==> src/rtl/alu_74382_slice_seq.sv <==
// alu_74382_slice_seq: walks a wide operation through an external
// combinational 74382-style ALU slice, one OPERAND_W-bit slice per cycle,
// LSB slice first. Carry ripples between slices through carry_q.
// Optional feature macro: ALU_SEQ_ZERO_FLAG_EN adds the res_zero output.
module alu_74382_slice_seq #(
  parameter int OPERAND_W = 4,
  parameter int SLICES    = 4,
  parameter int CNT_W     = (SLICES > 1) ? $clog2(SLICES) : 1,
  localparam int DATA_W   = OPERAND_W * SLICES
) (
  input  logic                 clk,
  input  logic                 rst,
  input  logic                 req_valid,
  output logic                 req_ready,
  input  logic [2:0]           req_sel,
  input  logic [DATA_W-1:0]    req_a,
  input  logic [DATA_W-1:0]    req_b,
  input  logic                 req_carry_in,
  output logic [2:0]           alu_sel,
  output logic                 alu_carry_in,
  output logic [OPERAND_W-1:0] alu_a,
  output logic [OPERAND_W-1:0] alu_b,
  input  logic [OPERAND_W-1:0] alu_result,
  input  logic                 alu_carry_out,
  input  logic                 alu_overflow,
`ifdef ALU_SEQ_ZERO_FLAG_EN
  output logic                 res_zero,
`endif
  output logic                 res_valid,
  input  logic                 res_ready,
  output logic [DATA_W-1:0]    res_data,
  output logic                 res_carry,
  output logic                 res_overflow
);

  typedef enum logic [1:0] {IDLE, RUN, DONE} state_t;

  // Latched request; operands kept as slice arrays so the counter indexes directly.
  typedef struct packed {
    logic [2:0]                         sel;
    logic [SLICES-1:0][OPERAND_W-1:0]   a;
    logic [SLICES-1:0][OPERAND_W-1:0]   b;
  } op_t;

  localparam logic [CNT_W-1:0] LAST = CNT_W'(SLICES - 1);

  state_t                           state;
  op_t                              op_q;
  logic [CNT_W-1:0]                 cnt;
  logic                             carry_q;
  logic [SLICES-1:0][OPERAND_W-1:0] res_q;

  assign res_data = res_q;

  // Sequencer FSM: accept, ripple through slices, hold result until consumed.
  always_ff @(posedge clk) begin
    if (rst) begin
      state        <= IDLE;
      req_ready    <= 1'b1;
      res_valid    <= 1'b0;
      res_q        <= '0;
      res_carry    <= 1'b0;
      res_overflow <= 1'b0;
      cnt          <= '0;
      carry_q      <= 1'b0;
      op_q         <= '0;
    end else begin
      case (state)
        IDLE: begin
          if (req_valid && req_ready) begin
            op_q.sel  <= req_sel;
            op_q.a    <= req_a;
            op_q.b    <= req_b;
            carry_q   <= req_carry_in;
            cnt       <= '0;
            req_ready <= 1'b0;
            state     <= RUN;
          end
        end
        RUN: begin
          res_q[cnt] <= alu_result;
          carry_q    <= alu_carry_out;
          if (cnt == LAST) begin
            res_carry    <= alu_carry_out;
            res_overflow <= alu_overflow;
            res_valid    <= 1'b1;
            state        <= DONE;
          end else begin
            cnt <= cnt + CNT_W'(1);
          end
        end
        DONE: begin
          if (res_ready) begin
            res_valid <= 1'b0;
            req_ready <= 1'b1;
            state     <= IDLE;
          end
        end
        default: state <= IDLE;
      endcase
    end
  end

  // ALU drive: only the active slice during RUN, quiet zeros otherwise.
  always_comb begin
    alu_sel      = '0;
    alu_a        = '0;
    alu_b        = '0;
    alu_carry_in = 1'b0;
    if (state == RUN) begin
      alu_sel      = op_q.sel;
      alu_a        = op_q.a[cnt];
      alu_b        = op_q.b[cnt];
      alu_carry_in = carry_q;
    end
  end

`ifdef ALU_SEQ_ZERO_FLAG_EN
  logic nz_q;

  // OR-accumulate slice results; zero flag resolved on the last slice.
  always_ff @(posedge clk) begin
    if (rst) begin
      nz_q     <= 1'b0;
      res_zero <= 1'b0;
    end else if (state == IDLE && req_valid) begin
      nz_q <= 1'b0;
    end else if (state == RUN) begin
      nz_q <= nz_q | (|alu_result);
      if (cnt == LAST) res_zero <= ~(nz_q | (|alu_result));
    end
  end
`endif

endmodule

==> config.mk <==
export PLATFORM = sky130hd
export DESIGN_NAME = alu_74382_slice_seq
export DESIGN_NICKNAME = d
export VERILOG_FILES = /design/src/rtl/alu_74382_slice_seq.sv
export SDC_FILE = /design/constraint.sdc
export NUM_CORES = 1
export LEC_CHECK = 0
export BUFFER_PORTS_ARGS = -buffer_cell sky130_fd_sc_hd__buf_2
export CELL_PAD_IN_SITES_DETAIL_PLACEMENT = 0
export CELL_PAD_IN_SITES_GLOBAL_PLACEMENT = 1
export CORE_MARGIN = 10
export CORE_UTILIZATION = 40
export CTS_BUF_LIST = sky130_fd_sc_hd__clkbuf_16
export DETAILED_ROUTE_END_ITERATION = 8
export GPL_ROUTABILITY_DRIVEN = 0
export GPL_TIMING_DRIVEN = 0
export PLACE_DENSITY_LB_ADDON = 0.1
export SLEW_MARGIN = 20
export SYNTH_ARGS = -nofsm -noshare
export SYNTH_HDL_FRONTEND = slang
export SYNTH_SLANG_ARGS = --single-unit
==> constraint.sdc <==
create_clock -name clk -period 2.5 [get_ports clk]
set_input_delay 0.125 -clock clk [delete_from_list [all_inputs] [get_ports clk]]
set_output_delay 0.125 -clock clk [all_outputs]
set_load 0.01 [all_outputs]
**After elaboration in Yosys (flattened, before gate mapping)**

Index checks and enable logic that the tools add are counted.

- Word-level logic and storage cells: 69
- Input bits: 46
- Output and inout port bits: 32
- Register bits: 60

- Equality and inequality tests: 7
- Magnitude comparators: 2
- Add/sub/neg operators: 1
- Muxes and demuxes: 26
- Reduce and logical (&&, ||, !) cells: 13

Operators with widths:

| cell | number |
|---|---|
| 2-to-1 mux 4 bit | 5 |
| binary-select mux 4 bit (select 2 bit) | 2 |
| bitwise mux 16 bit | 1 |
| AND reduction 3 bit | 4 |
| 2-to-1 mux 2 bit | 5 |
| demux 4 bit (select 2 bit) | 1 |
| inequality test 2 bit, second input constant | 4 |
| 2-to-1 mux 1 bit | 6 |
| case mux 1 bit (2 select lines) | 3 |
| case mux 2 bit (3 select lines) | 1 |
| AND reduction 2 bit | 3 |
| nonzero test 2 bit | 3 |
| == test 2 bit, second input constant | 2 |
| case mux 2 bit (2 select lines) | 1 |
| less-than comparator 2 x 3 -> 1 bit, second input constant | 1 |
| 2-to-1 mux 3 bit | 1 |
| adder 2 x 1 -> 2 bit, second input constant | 1 |
| == test 2 x 1 -> 1 bit, second input constant | 1 |
| greater-or-equal comparator 2 x 1 -> 1 bit, second input constant | 1 |
| logical AND 1 bit | 2 |
| zero test 2 bit | 1 |

**Logic depth before layout (Yosys ltp)**

- Word-level depth: 5
- Depth in mapped cells: 6
- Depth with buffers taken out: 5

**Worst setup path after synthesis**

Ideal clock, no wire load.

- Path type: reg-to-output
- Start point: register cnt[0]
- End point: output alu_a[3]
- Cell stages (with the launch flop): 4
- Data required time: 2.375 ns
- Buffers on the path: 1
- Path slack: 1.171 ns
- Arrival time: 1.204 ns
- Path through: dfxtp_1 > buf_6 > mux4_2 > and2_1

- Word-level cells in the longest chain between the ends: 3

Ends and longest elaborated chain:

| element | RTL line | RTL |
|---|---|---|
| start: declaration | 49 | `logic [CNT_W-1:0] cnt;` |
| start signal: assignment | 89 | `cnt <= cnt + CNT_W'(1);` |
| binary-select mux 4 bit (select 2 bit) | 112 | `alu_a = op_q.a[cnt];` |
| 2-to-1 mux 4 bit (implied by the code) | 112 |  |
| 2-to-1 mux 4 bit | 110 | `if (state == RUN) begin` |
| end: declaration | 21 | `output logic [OPERAND_W-1:0] alu_a,` |

Every way passes these cells. The select of a mux whose other input is x is not followed.

**Worst setup path after layout**

- Start point: register cnt[0]
- End point: output alu_b[3]

- Word-level cells in the longest chain between the ends: 3

Ends and longest elaborated chain:

| element | RTL line | RTL |
|---|---|---|
| binary-select mux 4 bit (select 2 bit) | 113 | `alu_b = op_q.b[cnt];` |
| 2-to-1 mux 4 bit (implied by the code) | 113 |  |
| 2-to-1 mux 4 bit | 110 |  |
| end: declaration | 22 | `output logic [OPERAND_W-1:0] alu_b,` |

Every way passes these cells. The select of a mux whose other input is x is not followed.

==> run metrics <==
status=completed; post_cts resized=0; area share of fa/ha/maj cells after synthesis=0.0242; simple-gate area share of the yosys netlist=0.248; fin nets=442; Area Overhead vs Synth=29.1%; final worst-path cycle share=0.750; final hold slack=0.0399 ns; Reg2Reg Setup Slack=1.04 ns; CP peak stage delay=0.51 ns; main combinational cell family by area after synthesis=simple AND/OR/NAND/NOR gates; Setup Crit Path Kind=register to output pin; Worst Skew=0.00531 ns; Slew @ Worst Pin=0.539 ns; Remaining Overflow, GRT=0; Pleak=1.41 nW; met3 Usage GRT=0.0536; worst hold endpoint=op_q[14]; WP buf/inv=2; vias per std cell=a little under 5; H-tree depth=3; cells on worst reg2reg path=6; CP top delay family=multiplexers; endpoints failing hold=0; number of remaining DRC errors=0; TritonCTS clock tree=done; post-synthesis mux area share=0.0698; Clock Root Buffer=clkbuf_16; Syn Area/Cell=around 8.5 um2; CP Capture Type=output pin; setup_tns=0 ns; crit-path max FO=10; register area share after synthesis=0.466; Max Cap Violations=0; first-pass GRT wire length=11500 um; core area=6310 um2; number of port buffers=76; Post-CTS Setup Bufs=0; Peak Freq=533 MHz; met1 GRT Util=0.169; worst skew pair latency=~0.32 ns; drt wl/cell=about 15 um; Synth Register Bits=60; Iter 0 DRT Violations=82; total CTS buffers=9; vias in the first global route=2421; layout cells sized above 1=0.281; Place WS=0.945 ns; CP cell instances=buf_6 -> mux4_2 -> and2_1 -> buf_2; area fraction in compound gates after synthesis=0.127; starting density of the core=0.409; global router's overall resource usage=0.142; clock slew at reported path FFs=around 0.05 ns; end of the worst register-to-register path=res_data[3]; power per cell area=~740 nW/um2; syn_nets=355; DIE AREA=approximately 10000 um2; unrepaired setup endpoints after global routing=false; Post-Synth XOR/XNOR Area=0; die height=100 um; CP required=2.38 ns; ANT cells=0; die width=100 um; hold path startpoint=req_b[14]; Final WS setup=0.625 ns; post-route ant nets=0; worst hold path type=primary input to register; crit start category=register; minimum clock period after layout=1.87 ns; stages on the worst setup path=4; met2 Use GR=0.225; cell area after synthesis=2580 um2; Yosys cell types=26; # rows=29; CTS Hold Buffers Added=0; utilization after layout=0.528; final wirelength=6940 um; final setup violation count=0; Yosys Warn Count=0; Critical Path AT=1.75 ns; Top Ports=approximately 80; via count=2298; Final Max Tran Viols=0; clock tree sinks=60; slew margin rel.=0.641; antenna violations before repair=0; Syn Inst Count=304; layer with the highest usage=met2; Reg2Reg Launch Point=cnt[0]; TritonRoute pass-1 iters=4; largest net degree at the start of global routing=11; DP HPWL=5210 um; Worst VDD drop=0.000537 V; slowest CP cell=mux4_2; Hold Path Cell Cnt=3; Clock Tree Buf Depth=2
layout make-up:
type                            instances  area (um2)
Clock inverter                          6        50.0
Buffer                                 24         154
Inverter                                4        15.0
Clock buffer                            9         225
Sequential cell                        60        1200
Timing Repair Buffer                   76         380
Multi-Input combinational cell        216        1210
Fill cell                             668        2980
Tap cell                               77        96.3
where the power goes:
part | internal (mW) | switching, mW | total [mW]
Combinational | 0.129 | 0.163 | 0.291
Clock | 0.747 | 0.394 | 1.14
Sequential | 1.01 | 0.0264 | 1.04
Total | 1.88 | 0.583 | 2.47
cell usage in the layout (no fill, tap or decap), types with 2 or more instances in the layout:
master,count
nand3_1,20
nand2_1,91
buf_4,6
mux4_2,8
nand2b_1,2
a21oi_1,60
clkbuf_16,9
buf_6,5
buf_2,79
and2_1,12
nand3b_1,4
dfxtp_1,60
ha_1,5
nor2_1,3
o211ai_1,2
clkbuf_1,9
inv_1,7
how the worst max path moves through the flow:
stage          startpoint  endpoint  slack (ns)
2_1_floorplan      cnt[0]  alu_a[3]        1.17
3_3_place_gp       cnt[0]  alu_b[1]        0.96
3_5_place_dp       cnt[0]  alu_b[1]        0.94
4_1_cts            cnt[0]  alu_b[3]        0.58
5_1_grt            cnt[0]  alu_b[3]        0.52
6_report           cnt[0]  alu_b[3]        0.63
synth_stat cells, drive strengths merged:
cell type   n  area [um2]
ha          5        62.6
and2       12        75.1
a21oi      60         300
nand4bb     1        11.3
buf        15         120
o21ai       1        5.00
dfxtp      60        1200
and4bb      1        12.5
o21bai      1        7.51
nor2        3        11.3
nor3        1        5.00
nand3      20         100
nor2b       2        20.0
nand2b      2        12.5
clkbuf      9        33.8
nor3b       1        7.51
nor4        1        12.5
mux4        8         180
o211ai      2        15.0
nand2      91         342
nand3b      4        30.0
inv         4        15.0
logic make-up (layout without fill, tap and decap cells):
family,Yosys count,count (layout)
buffers and inverters,28,119
multiplexers,8,8
AND/OR/NAND/NOR,139,139
adder cells (fa/ha/maj),5,5
flip-flops,60,60
AO/OA/AOI/OAI,64,64
layer usage:
metal	vias up	wire length (um)
met3	6	492
met5	-	0
met2	65	3250
li1	1193	-
met1	1034	3120
met4	0	77
worst min-delay path, stage by stage:
cell and delay, ns:
buf_2 0.09, nand2_1 0.04, a21oi_1 0.05
state kept, by name (all words and copies together) (netlist names):
register and count:
carry_q 1, res_valid 1, state 2, res_overflow 1, op_q 35, cnt 2, res_data 16, req_ready 1
res_carry 1
stage by stage:
stage | area, um2 | power, mW | std cells
6_report | 3330 | 2.47 | 472
2_1_floorplan | 2580 | 1.24 | 304
3_3_place_gp | 3060 | 1.34 | 457
4_1_cts | 3330 | 2.50 | 472
5_1_grt | 3330 | 2.58 | 472
3_5_place_dp | 3060 | 1.35 | 457
(Power assumes the default switching activity.)
